[src/rtl/pipelined_adder.sv]
// WIDTH-bit add/subtract split into STAGES carry-chained chunks, one chunk per register stage.
// Single-cycle advance control: the whole pipeline moves or holds together under output backpressure.
module pipelined_adder #(
  parameter int WIDTH  = 64,
  parameter int STAGES = 4
) (
  input  logic             clk,
  input  logic             rst_n,
  input  logic             in_valid,
  output logic             in_ready,
  input  logic [WIDTH-1:0] in_a,
  input  logic [WIDTH-1:0] in_b,
  input  logic             in_cin,
  input  logic             in_sub,
  output logic             out_valid,
  input  logic             out_ready,
  output logic [WIDTH-1:0] out_sum,
  output logic             out_cout,
  output logic             out_ovf
);

  localparam int CHUNK = WIDTH / STAGES;

  logic             vld_q [STAGES];
  logic [WIDTH-1:0] a_q   [STAGES];
  logic [WIDTH-1:0] b_q   [STAGES];
  logic [WIDTH-1:0] s_q   [STAGES];
  logic             c_q   [STAGES];
  logic             ovf_q;

  logic [WIDTH-1:0] a_src [STAGES];
  logic [WIDTH-1:0] b_src [STAGES];
  logic [WIDTH-1:0] s_src [STAGES];
  logic             c_src [STAGES];
  logic [WIDTH-1:0] s_new [STAGES];
  logic             c_new [STAGES];
  logic             ovf_new;
  logic             adv;

  assign adv       = !vld_q[STAGES-1] || out_ready;
  assign in_ready  = adv;
  assign out_valid = vld_q[STAGES-1];
  assign out_sum   = s_q[STAGES-1];
  assign out_cout  = c_q[STAGES-1];
  assign out_ovf   = ovf_q;

  // Stage inputs: stage 0 takes the raw operands, later stages take the skewed registers.
  always_comb begin
    logic [CHUNK:0] part;
    part     = '0;
    a_src[0] = in_a;
    b_src[0] = in_sub ? ~in_b : in_b;
    s_src[0] = '0;
    c_src[0] = in_sub | in_cin;
    for (int s = 1; s < STAGES; s++) begin
      a_src[s] = a_q[s-1];
      b_src[s] = b_q[s-1];
      s_src[s] = s_q[s-1];
      c_src[s] = c_q[s-1];
    end
    for (int s = 0; s < STAGES; s++) begin
      part = {1'b0, a_src[s][s*CHUNK +: CHUNK]}
           + {1'b0, b_src[s][s*CHUNK +: CHUNK]}
           + {{CHUNK{1'b0}}, c_src[s]};
      s_new[s]                    = s_src[s];
      s_new[s][s*CHUNK +: CHUNK]  = part[CHUNK-1:0];
      c_new[s]                    = part[CHUNK];
    end
    ovf_new = (a_src[STAGES-1][WIDTH-1] == b_src[STAGES-1][WIDTH-1]) &&
              (s_new[STAGES-1][WIDTH-1] != a_src[STAGES-1][WIDTH-1]);
  end

  always_ff @(posedge clk or negedge rst_n) begin
    if (!rst_n) begin
      for (int s = 0; s < STAGES; s++) begin
        vld_q[s] <= 1'b0;
        a_q[s]   <= '0;
        b_q[s]   <= '0;
        s_q[s]   <= '0;
        c_q[s]   <= 1'b0;
      end
      ovf_q <= 1'b0;
    end else if (adv) begin
      // in_ready equals adv, so in_valid alone marks an accepted operation.
      vld_q[0] <= in_valid;
      for (int s = 1; s < STAGES; s++) begin
        vld_q[s] <= vld_q[s-1];
      end
      for (int s = 0; s < STAGES; s++) begin
        a_q[s] <= a_src[s];
        b_q[s] <= b_src[s];
        s_q[s] <= s_new[s];
        c_q[s] <= c_new[s];
      end
      ovf_q <= ovf_new;
    end
  end

endmodule

[config.mk]
export PLATFORM = sky130hd
export DESIGN_NAME = pipelined_adder
export DESIGN_NICKNAME = d
export VERILOG_FILES = /design/src/rtl/pipelined_adder.sv
export SDC_FILE = /design/constraint.sdc
export NUM_CORES = 1
export LEC_CHECK = 0
export CELL_PAD_IN_SITES_DETAIL_PLACEMENT = 1
export CELL_PAD_IN_SITES_GLOBAL_PLACEMENT = 1
export CORE_ASPECT_RATIO = 0.5
export CORE_MARGIN = 8
export CORE_UTILIZATION = 35
export DETAILED_ROUTE_END_ITERATION = 10
export PLACE_DENSITY_LB_ADDON = 0.1
export SLEW_MARGIN = 30
export SYNTH_ARGS = -nofsm -noshare
export SYNTH_HDL_FRONTEND = slang
export SYNTH_SLANG_ARGS = --single-unit
[constraint.sdc]
create_clock -name clk -period 3.8 [get_ports clk]
set_input_delay 0.76 -clock clk [delete_from_list [all_inputs] [get_ports clk]]
set_output_delay 0.76 -clock clk [all_outputs]
set_load 0.02 [all_outputs]
==> results.yml <==
outcome:
  status: "complete, no violations"
synthesis:
  synth_area_per_cell_um2: 8.91
  async_reset_ff_share_pct: 100
  syn_nets: 2066
  synthCells: 1864
  synth.most_common_cell: "nand2_1"
  ys_top_cells_by_area: "dfrtp_1, nand2_1, ha_1"
  yosysTopAreaCell: "dfrtp_1"
  synth-seq-cells: 361
  yosysSeqAreaShare_pct: 54.4
  synth_area_mm2: 0.0166
  synth_enable_flop_cells: 0
  synth-main-ff-cell: "dfrtp_1"
  ys_types: 58
  synth_commonest_cells: "nand2_1, dfrtp_1, o21ai_0, clkbuf_1, xnor2_1"
  netlist.area_leader.share_pct: 54.4
  yosysWarningCount: 0
critical_path:
  crit_arrival_ps: 3750
  crit_path_max_incr_delay_ps: 510
  path_cells: "clkdlybuf4s50_1, or2_2, fa_1, inv_1, fa_1, nor2b_4, o31ai_4, a211oi_1, or4_1, and3_4, or3_1, nand3_1"
  r2r_slack_ps: 580
  critPathLaunchType: "input port"
  crit_top_cell: "fa_1"
  worstSetupPathType: "in2reg"
  critPathMaxFanout: 4
  rr_worst_depth: 9
  worstReg2RegStart: "a_q[112]"
  crit_slowest_cell: "or4_1"
  cp.required_ps: 4270
  crit_path_end_kind: "register"
  r2r_end: "out_cout"
power_and_ir_drop:
  p_int_w: 0.0107
  clkPwrFrac_pct: 21.2
  power.density_mw_per_mm2: 846
  p_seq_share_pct: 37.8
  net-switching-power_w: 0.00669
  ir_drop_uv: 364
  p_leak_nw: 9.83
  sw_frac_of_total_pct: 38.6
  combPwrFrac_pct: 41.0
  design_power_total_w: 0.0173
clocking:
  tritoncts: "yes"
  cts_root_buf: "clkbuf_16"
  clk_pin_slew_ps: 60
  cts.sinks: 361
  cts_inserted_buffers: 36
  clk-insertion-delay-late_ps: 540
  hold_buffers: 0
  cts_resized: 0
  clockBufferDepth: 3
  cts_htree_levels: 2
  post_cts_buffers: 0
drt:
  vias: 12600
  vias_per_cell: 4.65
  drtPass1Iterations: 5
  drc_errors: 0
  drt_wl_total_um: 42000
  drtAntennaViolNets: 0
  first_iter_violations: 783
  avgRoutedWirePerCell_um: 15.6
layout:
  final_area_mm2: 0.0205
  area_growth_syn_to_layout_pct: 23.5
  final_core_util_pct: 43.7
  fin_nets: 2236
  n_fill_cell: 5412
  drive_above_1_share_pct: 4.22
placed_design:
  place_area_mm2: 0.0193
  place.gp.congestion: 0.770
  port_buffers: 201
  dp_hpwl_um: 29300
global_routing:
  gr-usage-all-layers_pct: 15.4
  grt_max_degree: 197
  grt_pass1_wl_um: 70500
  antenna_found_initial: 2
  overflow: 0
  grt_pass1_vias: 13500
timing:
  slew_headroom_pct: 34.6
  worstMarginPinSlew_ps: 982
  finalSetupViolCount: 0
  finalCriticalPeriod_ps: 3280
  rsz0062_at_grt: "no"
  fin_skew_ps: 16.3
  slew_viol_final: 0
  whs_ps: 182
  fin_setup_tns_ps: 0
  hold_violations: 0
  period_share_pct: 86.3
  fmax_ghz: 0.305
floorplan:
  die_y_um: 170
  core_area_mm2: 0.0469
  initial_core_util_pct: 35.4
  dieArea_mm2: 0.0551
  fp-row-count: 56
  die_x_um: 324
  pin_count: 202
worst_hold_path:
  hold_path.class: "in2async"
run:
  cap_violations: 0
## power groups by stage
stage,Sequential [W],Combinational [W],Clock (W)
floorplan,0.00678,0.00449,0
global placement,0.00661,0.00710,0
detailed placement,0.00666,0.00727,0
CTS,0.00660,0.00730,0.00382
global route,0.00681,0.00811,0.00396
finish,0.00656,0.00711,0.00367
## state kept, by name (all words and copies together), names as in the netlist
register / flops
out_sum: 64
out_valid: 1
vld_q: 3
a_q: 96
b_q: 96
c_q: 3
out_cout: 1
out_ovf: 1
s_new: 96
## placed cells by master (no fill, tap or decap), types with 10 or more instances in the layout
master and instances:
buf_4 17, o21ai_0 92, ha_1 60, nor3_1 19, xor2_1 38, o31ai_1 10
clkbuf_16 37, nand2_1 848, clkbuf_1 11, inv_1 17, dfrtp_1 361, a21oi_1 64
xnor2_1 68, nor2_1 55, a21o_1 16, nand3_1 10, o21a_1 10, clkdlybuf4s50_1 199
a211oi_1 10
## logic make-up after synthesis
group | after synthesis | share of synthesized area (%)
AOI/OAI and AO/OA | 246 | 8.95
xor gates and xnor gates | 106 | 5.59
adders and majority gates | 68 | 5.48
buffers and inverters | 107 | 2.46
DFF | 361 | 54.4
muxes | 1 | 0.0603
and+or+nand+nor | 975 | 23.1
## routing by layer
metal	part of all wire [%]	GRT usage (%)	vias up
li1	-	-	6352
met1	47	20.6	6042
met2	48	26.3	109
met3	2.9	2.51	52
met4	1.8	3.82	0
met5	0	0	-
## how the worst max path moves through the flow
stage	end	cells after the start	slack, ps	startpoint
after floorplan	s_new[142]	13	10	in_sub
after global routing	out_cout	9	260	a_q[112]
after CTS	s_new[142]	12	540	in_cin
after global placement	s_new[142]	12	10	in_cin
final	s_new[142]	12	520	in_cin
after detailed placement	s_new[142]	12	-20	in_cin
## worst max-delay path: cells and delay by family
kind | cells | cell delay [ps]
buffers and inverters | 2 | 480
AO/OA/AOI/OAI | 2 | 370
AND/OR/NAND/NOR | 6 | 1510
adder cells (fa/ha/maj) | 2 | 630
## per-stage QoR
step	setup WS [ps]	instances
6_report	519	2702
5_1_grt	259	2702
4_1_cts	540	2700
3_5_place_dp	-18.2	2634
3_3_place_gp	13.6	2634
2_1_floorplan	9.65	1864
## final cells by class
class                           instances  area, µm²  share of cell area [%]
Antenna cell                            2       5.00                  0.0244
Clock buffer                           54       1050                    5.12
Clock inverter                         12        153                   0.744
Inverter                               18       75.1                   0.366
Multi-Input combinational cell       1396       7180                    35.0
Sequential cell                       361       9030                    44.1
Tap cell                              638        798                    3.89
Timing Repair Buffer                  221       2210                    10.8
(Power assumes the default switching activity.)
